<file path="src/rtl/led_arb_pkg.sv">
// led_arbiter shared types: FSM states, round-robin pick, PWM width.
// Optional build macro: LED_PWM_EN (adds brightness gating).
package led_arb_pkg;

  typedef enum logic [1:0] {
    IDLE,
    OWN,
    GAP
  } state_t;

  localparam int PWM_W  = 8;
  localparam int MAXREQ = 8;

  typedef struct packed {
    logic       valid;
    logic [2:0] idx;
  } rr_t;

  // First set req[(last+k) % nreq], k=1..nreq; wrap by one subtraction
  // so no index ever leaves the nreq range.
  function automatic rr_t rr_next(
    input logic [MAXREQ-1:0] req,
    input logic [2:0]        last,
    input int                nreq
  );
    rr_t        r;
    logic [3:0] s;
    r = '0;
    for (int k = 1; k <= MAXREQ; k++) begin
      s = {1'b0, last} + 4'(k);
      if (s >= 4'(nreq)) s = s - 4'(nreq);
      if (k <= nreq && !r.valid && req[s[2:0]]) begin
        r.valid = 1'b1;
        r.idx   = s[2:0];
      end
    end
    return r;
  endfunction

endpackage

</file>
<file path="src/rtl/led_arbiter_if.sv">
// LED bank sharing bus: requests and patterns in, grant/led/busy out.
// Optional build macro: LED_PWM_EN (no effect on this interface).
interface led_arbiter_if #(
  parameter int NREQ  = 2,
  parameter int LED_W = 4
);
  logic [NREQ-1:0]       req;
  logic [NREQ*LED_W-1:0] req_led;
  logic [NREQ-1:0]       grant;
  logic [LED_W-1:0]      led;
  logic                  busy;

  modport master (
    output req,
    output req_led,
    input  grant,
    input  led,
    input  busy
  );

  modport slave (
    input  req,
    input  req_led,
    output grant,
    output led,
    output busy
  );
endinterface

</file>
<file path="src/rtl/led_pwm.sv">
// Global brightness: free-running counter gates the owner pattern.
// Only instantiated when LED_PWM_EN is defined.
module led_pwm
  import led_arb_pkg::*;
#(
  parameter int LED_W = 4
) (
  input  logic             clk,
  input  logic             resetn,
  input  logic [PWM_W-1:0] duty,
  input  logic [LED_W-1:0] pat,
  output logic [LED_W-1:0] led
);

  logic [PWM_W-1:0] pwm;

  // Counter wraps every 256 cycles; pattern shown while pwm < duty.
  always_ff @(posedge clk or negedge resetn) begin
    if (!resetn) begin
      pwm <= '0;
      led <= '0;
    end else begin
      pwm <= pwm + 1'b1;
      led <= (pwm < duty) ? pat : '0;
    end
  end

endmodule

</file>
<file path="src/rtl/led_arbiter.sv">
// Round-robin, time-sliced owner of the LED bank with a 1-cycle gap.
// Optional build macro: LED_PWM_EN (duty port, led latency becomes 2).
module led_arbiter
  import led_arb_pkg::*;
#(
  parameter int NREQ    = 2,
  parameter int LED_W   = 4,
  parameter int QUANTUM = 4194304,
  parameter int QW      = $clog2(QUANTUM)
) (
  input logic             clk,
  input logic             resetn,
`ifdef LED_PWM_EN
  input logic [PWM_W-1:0] duty,
`endif
  led_arbiter_if.slave    bus
);

  localparam int IW = (NREQ > 1) ? $clog2(NREQ) : 1;
  localparam logic [QW-1:0] QMAX = QW'(QUANTUM - 1);

  state_t            state;
  logic [NREQ-1:0]   grant_q;
  logic [LED_W-1:0]  led_q;
  logic              busy_q;
  logic [QW-1:0]     qcnt;
  logic [IW-1:0]     owner;

  logic [MAXREQ-1:0] req_x;
  rr_t               sel;
  logic [IW-1:0]     sel_idx;
  logic              qexp;
  logic              others;
  logic              drop;
  logic              unused_sel;

  // Widen req to the package function's fixed width.
  always_comb begin
    req_x            = '0;
    req_x[NREQ-1:0]  = bus.req;
  end

  assign sel        = rr_next(req_x, 3'(owner), NREQ);
  assign sel_idx    = sel.idx[IW-1:0];
  assign unused_sel = ^sel.idx;
  assign qexp       = (qcnt == QMAX);
  assign others     = |(bus.req & ~grant_q);
  assign drop       = !bus.req[owner];

  // Owner FSM; owner doubles as the round-robin "last" pointer.
  always_ff @(posedge clk or negedge resetn) begin
    if (!resetn) begin
      state   <= IDLE;
      grant_q <= '0;
      led_q   <= '0;
      busy_q  <= 1'b0;
      qcnt    <= '0;
      owner   <= IW'(NREQ - 1);
    end else begin
      unique case (state)
        IDLE, GAP: begin
          led_q <= '0;
          qcnt  <= '0;
          if (sel.valid) begin
            state   <= OWN;
            grant_q <= NREQ'(1) << sel_idx;
            owner   <= sel_idx;
            busy_q  <= 1'b1;
          end else begin
            state   <= IDLE;
            grant_q <= '0;
            busy_q  <= 1'b0;
          end
        end
        OWN: begin
          if (drop || (qexp && others)) begin
            state   <= GAP;
            grant_q <= '0;
            led_q   <= '0;
            busy_q  <= 1'b0;
            qcnt    <= '0;
          end else begin
            led_q <= bus.req_led[owner*LED_W +: LED_W];
            qcnt  <= qexp ? '0 : qcnt + 1'b1;
          end
        end
        default: begin
          state   <= IDLE;
          grant_q <= '0;
          led_q   <= '0;
          busy_q  <= 1'b0;
        end
      endcase
    end
  end

  assign bus.grant = grant_q;
  assign bus.busy  = busy_q;

`ifdef LED_PWM_EN
  led_pwm #(
    .LED_W(LED_W)
  ) u_pwm (
    .clk   (clk),
    .resetn(resetn),
    .duty  (duty),
    .pat   (led_q),
    .led   (bus.led)
  );
`else
  assign bus.led = led_q;
`endif

endmodule

</file>
<file path="src/flat_wrapper.sv">
// flat-port wrapper written by rule: the top's interface ports become plain ports
module led_arbiter_flat import led_arb_pkg::*;
#(
  parameter int NREQ    = 2,
  parameter int LED_W   = 4,
  parameter int QUANTUM = 4194304,
  parameter int QW      = $clog2(QUANTUM)
)
  (clk, resetn, bus_req, bus_req_led, bus_grant, bus_led, bus_busy);
  led_arbiter_if #(.NREQ(NREQ), .LED_W(LED_W)) bus_i ();
  input logic clk;
  input logic resetn;
  input wire logic [$bits(bus_i.req)-1:0] bus_req;
  input wire logic [$bits(bus_i.req_led)-1:0] bus_req_led;
  output wire logic [$bits(bus_i.grant)-1:0] bus_grant;
  output wire logic [$bits(bus_i.led)-1:0] bus_led;
  output wire logic [$bits(bus_i.busy)-1:0] bus_busy;
  assign bus_i.req = bus_req;
  assign bus_i.req_led = bus_req_led;
  assign bus_grant = bus_i.grant;
  assign bus_led = bus_i.led;
  assign bus_busy = bus_i.busy;
  led_arbiter #(.NREQ(NREQ), .LED_W(LED_W), .QUANTUM(QUANTUM), .QW(QW)) u_core (.clk(clk), .resetn(resetn), .bus(bus_i));
endmodule
</file>
<file path="config.mk">
export PLATFORM = sky130hd
export DESIGN_NAME = led_arbiter_flat
export DESIGN_NICKNAME = d
export VERILOG_FILES = /design/src/rtl/led_arb_pkg.sv /design/src/rtl/led_arbiter_if.sv /design/src/rtl/led_pwm.sv /design/src/rtl/led_arbiter.sv /design/src/flat_wrapper.sv
export SDC_FILE = /design/constraint.sdc
export NUM_CORES = 1
export LEC_CHECK = 0
export CAP_MARGIN = 20
export CORE_UTILIZATION = 45
export DETAILED_ROUTE_END_ITERATION = 8
export PLACE_DENSITY = 0.76
export SYNTH_ARGS = -nofsm -noshare
export SYNTH_HDL_FRONTEND = slang
export SYNTH_HIERARCHICAL = 1
export SYNTH_SLANG_ARGS = --single-unit
</file>
<file path="constraint.sdc">
create_clock -name clk -period 4.95 [get_ports clk]
set_input_delay 0.99 -clock clk [delete_from_list [all_inputs] [get_ports clk]]
set_output_delay 0.99 -clock clk [all_outputs]
set_load 0.01 [all_outputs]
</file>
# After elaboration in Yosys (flattened, before gate mapping)
# Index checks and enable logic that the tools add are counted.
[classes]
n_bitwise = 2
reduce_logical = 10
n_shift = 2
n_lt_le_gt_ge = 5
eq_ne = 4
n_mux = 24
add_sub_neg = 5
[op_table]
columns = ["operator", "count"]
rows = [
  ["$mux W22", 2],
  ["$pmux W22 S2", 1],
  ["$add A22 B1 Y22 const B", 1],
  ["$eq A22 B22 Y1 const B", 1],
  ["$mux W4", 4],
  ["$ge A4 B2 Y1 const B", 2],
  ["$lt A3 B4 Y1 const B", 2],
  ["$pmux W2 S2", 2],
  ["$shiftx A8 B4 Y4", 1],
  ["$mux W1", 7],
  ["$bmux W1 S3", 2],
  ["$mux W2", 3],
  ["$mux W3", 2],
  ["$sub A3 B2 Y3 const B", 2],
  ["$reduce_or A2 Y1", 2],
  ["$add A1 B2 Y3 const B", 1],
  ["$add A1 B1 Y2 const B", 1],
  ["$and A2 B2 Y2", 1],
  ["$eq A2 B1 Y1 const B", 1],
  ["$eq A2 B2 Y1 const B", 1],
  ["$logic_and A1 B1 Y1", 2],
  ["$logic_not A1 Y1", 2],
  ["$logic_not A2 Y1", 1],
  ["$lt A1 B2 Y1 const B", 1],
  ["other kinds (7)", 7],
]
[totals]
ff_bits = 32
word_cells = 58

# Depth between registers and ports, before layout
# Gate-level depths: netlist (run 1).
[logic_depth]
ltp_word = 12
mapped_depth = 7
ltp_nobuf = 6

# Least setup slack after synthesis (run 1)
# No wires, ideal clock.
[synth_path]
path_type = "input -> register"
startpoint = "input bus_req[1]"
endpoint = "register u_core.qcnt[5]"
required_ns = 4.871
t_arrival_ns = 1.907
path_slack_ns = 2.964
path_buffers = 1
path_stages = 6
setup_ns = 0.079
path_cell_list = "mux2i_1 > or2_1 > a21o_1 > buf_6 > or2_0 > mux2i_1"
[synth_between]
elab_chain_len = 6
word_cells_on_any_way = 9
[synth_lines]
columns = ["element", "line", "rtl"]
rows = [
  ["start, declared", "flat_wrapper.sv:13", "input wire logic [$bits(bus_i.req)-1:0] bus_req;"],
  ["$mux W1 (implied by the code) / $and A2 B2 Y2 (equally long branches)", "led_arbiter.sv:48, led_arbiter.sv:47", ""],
  ["$mux W1 (implied by the code) / $reduce_or A2 Y1 (equally long branches)", "led_arbiter.sv:48, led_arbiter.sv:47", ""],
  ["$logic_not A1 Y1 / $logic_and A1 B1 Y1 (equally long branches)", "led_arbiter.sv:48, led_arbiter.sv:76", ""],
  ["$logic_or A1 B1 Y1 *", "led_arbiter.sv:76", "if (drop || (qexp && others)) begin"],
  ["$mux W22 *", "led_arbiter.sv:76", ""],
  ["$pmux W22 S2 *", "led_arbiter.sv:60", "unique case (state)"],
  ["end signal, assigned", "led_arbiter.sv:84", "qcnt <= qexp ? '0 : qcnt + 1'b1;"],
  ["end, declared", "led_arbiter.sv:26", "logic [QW-1:0] qcnt;"],
]
# Every way passes the cells marked *; elsewhere a longest branch is shown, timed or not. The select of a mux whose other input is x is not followed.
# A chain may end at the register's enable or synchronous reset.

# Worst setup path in the final report (run 1)
[layout_path]
startpoint = "input bus_req[1]"
endpoint = "register u_core.qcnt[14]"
# Same word-level chain as after synthesis.

==> results of run 1 <==
[final timing paths]
| kind | to | start |
|---|---|---|
| hold / removal | u_core/qcnt[20] | u_core/qcnt[20] |
| hold reg to reg | u_core/qcnt[20] | u_core/qcnt[20] |
| max in group asynchronous | u_core/owner | resetn |
| setup / recovery | u_core/qcnt[14] | bus_req[1] |
| setup reg to reg | u_core/qcnt[3] | u_core/qcnt[0] |
| min in group asynchronous | u_core/bus.led[2] | resetn |
[power groups by stage]
stage,logic [mW],clock network [mW],registers [mW]
after floorplan,0.178,0,0.335
after global placement,0.245,0,0.339
after detailed placement,0.252,0,0.342
after CTS,0.253,0.211,0.338
after global routing,0.281,0.225,0.345
final,0.255,0.204,0.338
[final cells by class]
cell class,instances,area share (%)
timing repair buffer,19,9.37
clock buffer,8,4.50
sequential,32,40.0
tap,46,2.87
multi-input combinational,135,42.1
inverter,6,1.12
[Yosys cell counts (3+ instances only)]
library cell / n / area, um^2
sky130_fd_sc_hd__a21oi_1: 9 / 45.0
sky130_fd_sc_hd__nor2_1: 14 / 52.6
sky130_fd_sc_hd__nand4_1: 6 / 37.5
sky130_fd_sc_hd__dfrtp_1: 31 / 776
sky130_fd_sc_hd__nand2b_1: 4 / 25.0
sky130_fd_sc_hd__o31ai_1: 3 / 22.5
sky130_fd_sc_hd__inv_1: 6 / 22.5
sky130_fd_sc_hd__a21o_1: 3 / 22.5
sky130_fd_sc_hd__o21ai_0: 21 / 105
sky130_fd_sc_hd__nand3_1: 5 / 25.0
sky130_fd_sc_hd__mux2i_1: 7 / 70.1
sky130_fd_sc_hd__nand2_1: 23 / 86.3
[routing by layer]
metal,share of wire [%],up-vias,wire (um)
met5,0,-,0
met4,1.9,0,72
met2,49,44,1810
met1,44,709,1650
met3,5.0,8,184
li1,-,691,-
[metrics by stage]
stage | hold WS, ns | setup slack [ns] | cell area, um^2 | power (mW) | instances
after global routing | 0.535 | 2.18 | 2000 | 0.852 | 246
final | 0.504 | 2.30 | 2000 | 0.797 | 246
after global placement | 0.479 | 2.09 | 1910 | 0.585 | 238
after CTS | 0.493 | 2.34 | 2000 | 0.802 | 246
after floorplan | 0.445 | 2.96 | 1700 | 0.512 | 179
after detailed placement | 0.481 | 2.03 | 1910 | 0.594 | 238
[state kept, by name (all words and copies together) (netlist names)]
signal	cells
u_core/state	2
u_core/qcnt	22
u_core/owner	1
u_core/bus.busy	1
u_core/bus.led	4
u_core/bus.grant	2
[logic make-up after synthesis]
group / after synthesis / share of synthesized area, %
simple gates: 71 / 23.9
buf+inv: 12 / 3.38
fa+ha+maj: 1 / 0.735
xor+xnor: 2 / 1.03
compound gates: 54 / 19.8
mux: 7 / 4.11
flops: 32 / 47.1
==> impl_metrics.py, run 1 <==
metrics = {
    "min_path": {
        "worstHoldPathType": "reg -> reg",
        "min_delay_path_depth": 1,
    },
    "floorplanning": {
        "dieArea_um2": 4030,
        "standard_cell_core_area_um2": 3470,
        "fp.dieW_um": 63.5,
        "start_util_pct": 49.1,
        "ioPinCount": 19,
        "core.rowCount": 21,
        "dieHeight_um": 63.5,
    },
    "placement": {
        "place.gp.congestion": 0.854,
        "place.detailed.hpwl_um": 2630,
        "numPortBuffers": 18,
    },
    "layout": {
        "num-nets-final": 212,
        "final-seq-area_um2": 802,
        "final_layout_size_suffix_gt1_share_pct": 9.00,
        "multi_input_area_um2": 843,
        "layout-area-overhead-vs-synth_pct": 17.6,
        "layout.cells.most_common": "sky130_fd_sc_hd__dfrtp_1",
        "most-common-layout-cells": "sky130_fd_sc_hd__dfrtp_1, sky130_fd_sc_hd__nand2_1, sky130_fd_sc_hd__o21ai_0, sky130_fd_sc_hd__clkdlybuf4s50_1, sky130_fd_sc_hd__nor2_1",
        "final_util_pct": 57.8,
        "diodes": 0,
        "num-fill-cells": 312,
    },
    "clock_network": {
        "clock_sinks": 32,
        "clk_latency_ns": 0.28,
        "post-cts-setup-buffer-count": 0,
        "cts_tree": "yes",
        "cts.clk_slew.worst_paths_ns": 0.06,
        "htree_levels": 2,
        "cts-buffers-inserted": 5,
        "cts-hold-fix-buffers": 0,
        "cts.path.max_buffers": 2,
        "cts-root-buf": "sky130_fd_sc_hd__clkbuf_8",
        "cts_resized": 0,
    },
    "power": {
        "switching_share_pct": 34.3,
        "share_clk_of_total_power_pct": 25.6,
        "pint_mw": 0.524,
        "worst_ir_drop_vdd_v": 0.000256,
        "total_leakage_power_nw": 0.823,
        "pwr-share-comb_pct": 32.0,
        "power_per_cell_area_nw_per_um2": 398,
        "seqPwrFrac_pct": 42.4,
        "netSwitchingPower_mw": 0.274,
    },
    "sta": {
        "finalClockSkew_ns": 0.00550,
        "max_clock_freq_mhz": 377,
        "final.setup.tns_ns": 0,
        "drv_slew": 0,
        "max_slew.worst_pin.slew_ns": 0.654,
        "finalSetupViolations": 0,
        "final_period_minus_worst_setup_slack_ns": 2.65,
        "grt_setup_unrepaired": "no",
        "period_utilization_pct": 53.6,
        "max-slew-margin-rel_pct": 56.4,
        "report.final.hold_viol_count": 0,
    },
    "critical_path": {
        "worst-r2r-setup-slack_ns": 2.76,
        "slowest_stage": "sky130_fd_sc_hd__clkdlybuf4s50_1",
        "crit_path_depth": 6,
        "worst_path_fanout_max": 13,
        "startpoint_type": "input port",
        "worst-path-buf-inv": 1,
        "cell_count_of_the_worst_reg_to_reg_path": 6,
        "critPathCaptureType": "flip-flop",
        "timing_worst_setup_path_type": "in -> reg",
        "slowest_delay_ns": 0.54,
        "critPathArrivalTime_ns": 2.85,
        "crit_required_ns": 5.15,
        "critical-path-top-delay-family": "simple AND/OR/NAND/NOR gates",
        "cp_cell_sequence": "clkdlybuf4s50_1, mux2i_1, or2_1, a21o_1, or3_1, o21ai_0",
    },
    "global_routing": {
        "grt_overflow_total": 0,
        "largest_net_degree_at_the_start_of_global_routing": 33,
        "grt_pass1_vias": 1378,
        "grt_antenna_before_repair": 0,
        "total_routing_usage_gr_pct": 20.5,
        "grtUsageMet1_pct": 25.3,
        "globalRoute.busiestLayer": "met2",
        "grt_pass1_wl_um": 6330,
        "grt.met2_usage_pct": 33.1,
        "met3_usage_pct": 5.62,
    },
    "synth": {
        "synth.cell_area_um2": 1700,
        "mapped_cells": 179,
        "async_reset_ff_share_pct": 100,
        "synth.net_count": 192,
        "ys_ff_latch": 32,
        "synth-warning-count": 6,
        "synth.distinct_cells": 50,
        "sequential_to_total_area_share_from_yosys_stat_pct": 47.1,
        "mapped_avg_cell_area_um2": 9.51,
        "yosys_most_used_dff": "sky130_fd_sc_hd__dfrtp_1",
        "synth-edff-count": 0,
    },
    "flow_run": {
        "drv_cap": 0,
    },
    "routing": {
        "drt_first_pass_iters": 4,
        "route.detailed.wl_per_inst_um": 15.1,
        "detail_route.drc_violations": 0,
        "vias": 1452,
        "dr.first_iter.drc_count": 66,
        "ant_nets": 0,
        "route.final.wire_length_um": 3720,
        "via_per_inst": 5.90,
    },
    "outcome": {
        "outcome": "completed",
    },
}
Note: power is estimated with default switching activity, not from simulation.
==> run 2, diff against run 1 <==
- clock period: 4.95 -> 2.5 ns (I/O delays scaled with it)
==> run 2 against run 1 <==
Sequential share of layout area down 0.83 points; combinational power up 110%; non-clock buffer count up 4; critical path depth unchanged; clock skew down 0.0019 ns; power up 100%; setup slack worse by 1.9 ns; sequential cell count unchanged; critical path type is now reg -> reg; highest routed layer unchanged.
==> impl_metrics.py, run 2 (synthesis gave the netlist of run 1 again) <==
metrics = {
    "global_routing": {
        "largest_net_degree_at_the_start_of_global_routing": 20,
        "grt_overflow_total": 0,
        "total_routing_usage_gr_pct": 21.0,
        "grt_antenna_before_repair": 0,
        "grt_pass1_vias": 1398,
        "grt_pass1_wl_um": 6400,
    },
    "sta": {
        "finalSetupViolations": 0,
        "finalClockSkew_ns": 0.00357,
        "final_period_minus_worst_setup_slack_ns": 2.15,
        "max_clock_freq_mhz": 465,
        "final.setup.tns_ns": 0,
        "grt_setup_unrepaired": "no",
        "max_slew.worst_pin.slew_ns": 0.670,
        "drv_slew": 0,
        "report.final.hold_viol_count": 0,
        "period_utilization_pct": 86.0,
        "max-slew-margin-rel_pct": 55.0,
    },
    "critical_path": {
        "timing_worst_setup_path_type": "reg -> reg",
        "slowest_delay_ns": 0.50,
        "worst_path_fanout_max": 11,
        "cp_cell_sequence": "ha_1, nand3_4, nor4_4, a21o_1, o21ai_0, o2bb2ai_1",
        "critPathCaptureType": "flip-flop",
        "critPathArrivalTime_ns": 2.32,
        "crit_required_ns": 2.67,
        "startpoint_type": "flip-flop",
        "worst-r2r-setup-slack_ns": 0.35,
        "slowest_stage": "sky130_fd_sc_hd__nor4_4",
    },
    "floorplanning": {
        "start_util_pct": 49.1,
        "standard_cell_core_area_um2": 3470,
        "fp.dieW_um": 63.5,
        "dieArea_um2": 4030,
        "core.rowCount": 21,
        "dieHeight_um": 63.5,
        "ioPinCount": 19,
    },
    "routing": {
        "route.final.wire_length_um": 3750,
        "drt_first_pass_iters": 4,
        "ant_nets": 0,
        "dr.first_iter.drc_count": 65,
        "via_per_inst": 5.70,
        "route.detailed.wl_per_inst_um": 15.0,
        "detail_route.drc_violations": 0,
        "vias": 1425,
    },
    "clock_network": {
        "post-cts-setup-buffer-count": 0,
        "cts.path.max_buffers": 2,
        "clock_sinks": 32,
        "cts-hold-fix-buffers": 0,
        "cts_tree": "yes",
        "htree_levels": 2,
        "cts_resized": 0,
        "cts.clk_slew.worst_paths_ns": 0.06,
        "cts-root-buf": "sky130_fd_sc_hd__clkbuf_8",
        "clk_latency_ns": 0.28,
        "cts-buffers-inserted": 5,
    },
    "layout": {
        "layout_top_registers": "u_core/qcnt x22, u_core/bus.led x4",
        "layout-area-overhead-vs-synth_pct": 20.1,
        "num-nets-final": 216,
        "layout.cells.most_common": "sky130_fd_sc_hd__dfrtp_1",
        "most-common-layout-cells": "sky130_fd_sc_hd__dfrtp_1, sky130_fd_sc_hd__nand2_1, sky130_fd_sc_hd__o21ai_0, sky130_fd_sc_hd__clkdlybuf4s50_1, sky130_fd_sc_hd__nor2_1",
        "largest_register_ff_count": 22,
        "largest_register": "u_core/qcnt",
        "final_layout_size_suffix_gt1_share_pct": 10.8,
        "diodes": 0,
        "num-fill-cells": 312,
    },
    "power": {
        "pwr-share-comb_pct": 33.5,
        "share_clk_of_total_power_pct": 25.0,
        "pint_mw": 1.07,
        "switching_share_pct": 33.5,
        "worst_ir_drop_vdd_v": 0.000484,
        "seqPwrFrac_pct": 41.6,
        "total_leakage_power_nw": 0.848,
        "netSwitchingPower_mw": 0.540,
        "fin_total_pwr_mw": 1.61,
        "power_per_cell_area_nw_per_um2": 787,
    },
    "min_path": {
        "worstHoldPathType": "reg -> reg",
    },
    "outcome": {
        "outcome": "completed",
    },
    "placement": {
        "numPortBuffers": 18,
        "place.gp.congestion": 0.877,
        "place.detailed.hpwl_um": 2760,
    },
    "flow_run": {
        "drv_cap": 0,
    },
}
run 2: cell types whose count changed in the layout (fill, tap and decap cells not counted), sizes merged:
cell	before	now
buf	1	5
run 2: worst paths after layout:
check / from / cells past startpoint / endpoint
setup / recovery: u_core/qcnt[1] / 6 / u_core/qcnt[3]
hold / removal: u_core/qcnt[20] / 1 / u_core/qcnt[20]
setup reg to reg: u_core/qcnt[1] / 6 / u_core/qcnt[3]
hold reg to reg: u_core/qcnt[20] / 1 / u_core/qcnt[20]
max in group asynchronous: resetn / 2 / u_core/qcnt[12]
min in group asynchronous: resetn / 1 / u_core/bus.led[1]
run 2: critical path, delay by kind of cell, from the launching register on:
| kind | cells | cell delay [ns] |
|---|---|---|
| and+or+nand+nor | 2 | 0.66 |
| DFF | 1 | 0.40 |
| AOI/OAI and AO/OA | 3 | 0.72 |
| adders and majority gates | 1 | 0.27 |
run 2: power groups by stage:
stage          combinational, mW  sequential, mW  clock [mW]
2_1_floorplan              0.352           0.662           0
3_3_place_gp               0.520           0.671           0
3_5_place_dp               0.535           0.679           0
4_1_cts                    0.538           0.669       0.413
5_1_grt                    0.588           0.682       0.436
6_report                   0.539           0.669       0.402
run 2: stage by stage:
stage	hold slack (ns)	cells	utilization, %	cell area [um^2]	setup WS, ns
after detailed placement	0.462	242	56.4	1960	0.194
after global placement	0.467	242	56.4	1960	0.274
final	0.480	250	59.0	2050	0.350
after floorplan	0.204	179	-	1700	0.708
after CTS	0.477	250	59.0	2050	0.380
after global routing	0.519	250	59.0	2050	0.178
run 2: per-layer routing:
layer | vias to the layer above | wire length [um] | share of wire, % | global-route usage [%]
li1 | 703 | - | - | -
met1 | 694 | 1670 | 44 | 23.2
met2 | 26 | 1940 | 52 | 37.5
met3 | 2 | 119 | 3.2 | 5.98
met4 | 0 | 27 | 0.72 | 8.52
met5 | - | 0 | 0 | 0
run 2: cell type report:
cell class | count | area, um^2 | share of cell area, %
multi-input combinational | 135 | 843 | 41.2
sequential | 32 | 802 | 39.2
timing repair buffer | 23 | 230 | 11.3
clock buffer | 8 | 90.1 | 4.40
tap | 46 | 57.6 | 2.81
inverter | 6 | 22.5 | 1.10
==> run 3, diff against run 2 <==
- SYNTH_HIERARCHICAL: 1 -> default
==> run 3 against run 2 <==
Die area decreased by 1.6%; setup slack improved by 0.046 ns; clock-buffer cell count unchanged; clock skew increased by 0.0043 ns; non-clock buffer count decreased by 2; first-iteration DRC count increased by 49%; hold slack improved by 0.038 ns; wire length decreased by 1.9%; core utilization decreased by 1.4 points; global-route usage increased by 0.13 points; sequential share of layout area about the same; critical endpoint is now u_core.qcnt[20]; largest cell class unchanged; highest routed layer unchanged.
==> impl_metrics.py, run 3 <==
metrics = {
    "outcome": {
        "outcome": "completed",
    },
    "synth": {
        "synth.distinct_cells": 44,
        "yosys_most_used_dff": "sky130_fd_sc_hd__dfrtp_1",
        "synth-edff-count": 0,
        "mapped_cells": 180,
        "synth_top_cells_by_count": "sky130_fd_sc_hd__dfrtp_1, sky130_fd_sc_hd__nand2_1, sky130_fd_sc_hd__o21ai_0, sky130_fd_sc_hd__nand3_1, sky130_fd_sc_hd__nor2_1",
        "mapped_avg_cell_area_um2": 9.30,
        "yosysMostFrequentCell": "sky130_fd_sc_hd__dfrtp_1",
        "async_reset_ff_share_pct": 100,
        "ys_ff_latch": 31,
        "post-synth-top-area-cell": "sky130_fd_sc_hd__dfrtp_1",
        "sequential_to_total_area_share_from_yosys_stat_pct": 46.4,
        "synth.cell_area_um2": 1670,
        "synth.net_count": 193,
        "synth_top_cell_area_share_pct": 44.8,
        "synthTopCellsByArea": "sky130_fd_sc_hd__dfrtp_1, sky130_fd_sc_hd__o21ai_0, sky130_fd_sc_hd__nand2_1, sky130_fd_sc_hd__nand3_1, sky130_fd_sc_hd__a21oi_1",
        "synth-warning-count": 0,
    },
    "floorplanning": {
        "core.rowCount": 21,
        "dieHeight_um": 63.0,
        "standard_cell_core_area_um2": 3440,
        "dieArea_um2": 3970,
        "start_util_pct": 48.6,
        "ioPinCount": 19,
        "fp.dieW_um": 63.0,
    },
    "critical_path": {
        "crit_required_ns": 2.68,
        "startpoint_type": "input port",
        "slowest_stage": "sky130_fd_sc_hd__or4_4",
        "cp_cell_sequence": "clkdlybuf4s50_1, mux2_2, nand3b_1, or4_4, o41ai_2",
        "slowest_delay_ns": 0.62,
        "reg2reg_from": "u_core.owner",
        "worst-path-buf-inv": 1,
        "critical-path-top-delay-family": "simple AND/OR/NAND/NOR gates",
        "worst_path_fanout_max": 9,
        "critPathArrivalTime_ns": 2.29,
        "critPathCaptureType": "flip-flop",
        "regToRegEndpoint": "u_core.qcnt[20]",
        "timing_worst_setup_path_type": "in -> reg",
        "worst-r2r-setup-slack_ns": 0.49,
        "cell_count_of_the_worst_reg_to_reg_path": 4,
    },
    "clock_network": {
        "clock_sinks": 31,
        "cts-buffers-inserted": 5,
        "cts_resized": 0,
        "cts-hold-fix-buffers": 0,
        "cts.clk_slew.worst_paths_ns": 0.06,
        "cts_tree": "yes",
        "post-cts-setup-buffer-count": 0,
        "cts.path.max_buffers": 2,
        "clk_latency_ns": 0.29,
        "htree_levels": 2,
        "cts-root-buf": "sky130_fd_sc_hd__clkbuf_8",
    },
    "routing": {
        "ant_nets": 0,
        "via_per_inst": 5.85,
        "drt_first_pass_iters": 4,
        "detail_route.drc_violations": 0,
        "route.detailed.wl_per_inst_um": 14.9,
        "vias": 1445,
        "dr.first_iter.drc_count": 97,
        "route.final.wire_length_um": 3680,
    },
    "placement": {
        "place.detailed.hpwl_um": 2550,
        "placed_cell_area_um2": 1880,
        "numPortBuffers": 18,
        "place.gp.congestion": 0.885,
    },
    "min_path": {
        "min_delay_path_depth": 1,
        "holdPathEnd": "u_core.qcnt[14]",
        "holdCritStartpoint": "u_core.qcnt[14]",
        "worstHoldPathType": "reg -> reg",
    },
    "global_routing": {
        "grt_antenna_before_repair": 0,
        "grt_pass1_vias": 1432,
        "grt_pass1_wl_um": 6410,
        "grt_overflow_total": 0,
        "total_routing_usage_gr_pct": 21.2,
        "largest_net_degree_at_the_start_of_global_routing": 32,
    },
    "sta": {
        "report.final.hold_viol_count": 0,
        "final.setup.tns_ns": 0,
        "max-slew-margin-rel_pct": 69.7,
        "grt_setup_unrepaired": "no",
        "finalClockSkew_ns": 0.00783,
        "max_slew.worst_pin.slew_ns": 0.455,
        "max_clock_freq_mhz": 475,
        "finalSetupViolations": 0,
        "final_period_minus_worst_setup_slack_ns": 2.10,
        "period_utilization_pct": 84.2,
        "drv_slew": 0,
    },
    "layout": {
        "layout-area-overhead-vs-synth_pct": 18.5,
        "multi_input_area_um2": 823,
        "largest_register": "u_core.qcnt",
        "layout.cells.most_common": "sky130_fd_sc_hd__dfrtp_1",
        "postLayoutCellArea_um2": 1980,
        "largest_register_ff_count": 22,
        "layout_top_registers": "u_core.qcnt x22, u_core.bus.led x4",
        "num-nets-final": 213,
        "diodes": 0,
        "most-common-layout-cells": "sky130_fd_sc_hd__dfrtp_1, sky130_fd_sc_hd__nand2_1, sky130_fd_sc_hd__o21ai_0, sky130_fd_sc_hd__clkdlybuf4s50_1",
        "num-fill-cells": 301,
        "final_layout_size_suffix_gt1_share_pct": 9.95,
        "final-seq-area_um2": 777,
    },
    "power": {
        "total_leakage_power_nw": 0.826,
        "fin_total_pwr_mw": 1.56,
        "power_per_cell_area_nw_per_um2": 786,
        "worst_ir_drop_vdd_v": 0.000666,
    },
    "flow_run": {
        "drv_cap": 0,
    },
}
run 3: changes by cell type after synthesis, moves of 2 or more:
cell and delta:
sky130_fd_sc_hd__a31oi_1 +6, sky130_fd_sc_hd__mux2i_1 -2, sky130_fd_sc_hd__nand3_1 +7, sky130_fd_sc_hd__nand4_1 -2, sky130_fd_sc_hd__nor2_1 -2, sky130_fd_sc_hd__nor4_1 +3
sky130_fd_sc_hd__o21ai_1 -2, sky130_fd_sc_hd__or3_1 +3, sky130_fd_sc_hd__xnor2_1 -2
run 3: worst max path at each step:
stage	end	start	slack (ns)	cells past startpoint
floorplan	u_core.qcnt[20]	u_core.owner	0.65	7
global placement	u_core.qcnt[20]	bus_req[0]	0.18	5
detailed placement	u_core.qcnt[20]	bus_req[0]	0.11	5
CTS	u_core.qcnt[20]	bus_req[0]	0.41	5
global route	u_core.qcnt[20]	bus_req[0]	0.30	5
finish	u_core.qcnt[20]	bus_req[0]	0.40	5
run 3: cell type report:
| type | instances | share of cell area (%) |
|---|---|---|
| multi-input cells | 135 | 41.5 |
| repair buffers | 21 | 10.2 |
| inverters | 6 | 1.14 |
| clock buffers | 8 | 5.05 |
| well taps | 46 | 2.90 |
| flip-flops and latches | 31 | 39.2 |
run 3: layer usage:
| metal | vias up | GRT usage [%] | wire, um |
|---|---|---|---|
| met5 | - | 0 | 0 |
| met2 | 50 | 35.3 | 1810 |
| met1 | 688 | 25.0 | 1560 |
| met4 | 0 | 9.01 | 65 |
| li1 | 701 | - | - |
| met3 | 6 | 6.39 | 242 |
run 3: cells by family after synthesis:
| group | after synthesis | share of synthesized area (%) |
|---|---|---|
| buffers and inverters | 14 | 4.41 |
| adder cells (fa/ha/maj) | 1 | 0.747 |
| multiplexers | 6 | 3.66 |
| AND/OR/NAND/NOR | 75 | 25.0 |
| AO/OA/AOI/OAI | 53 | 19.7 |
| flip-flops | 31 | 46.4 |
run 3: stage by stage:
step | setup WS [ns] | cells | hold slack, ns | util [%]
global route | 0.305 | 247 | 0.538 | 57.6
detailed placement | 0.106 | 239 | 0.509 | 54.7
finish | 0.396 | 247 | 0.518 | 57.6
CTS | 0.414 | 247 | 0.516 | 57.6
global placement | 0.176 | 239 | 0.499 | 54.7
floorplan | 0.655 | 180 | 0.204 | -
run 3: power by group:
group          total, mW  switching (mW)  internal [mW]  leakage (nW)
Clock              0.440           0.189          0.251        0.0515
Combinational      0.473           0.263          0.211         0.353
Sequential         0.644          0.0713          0.573         0.422
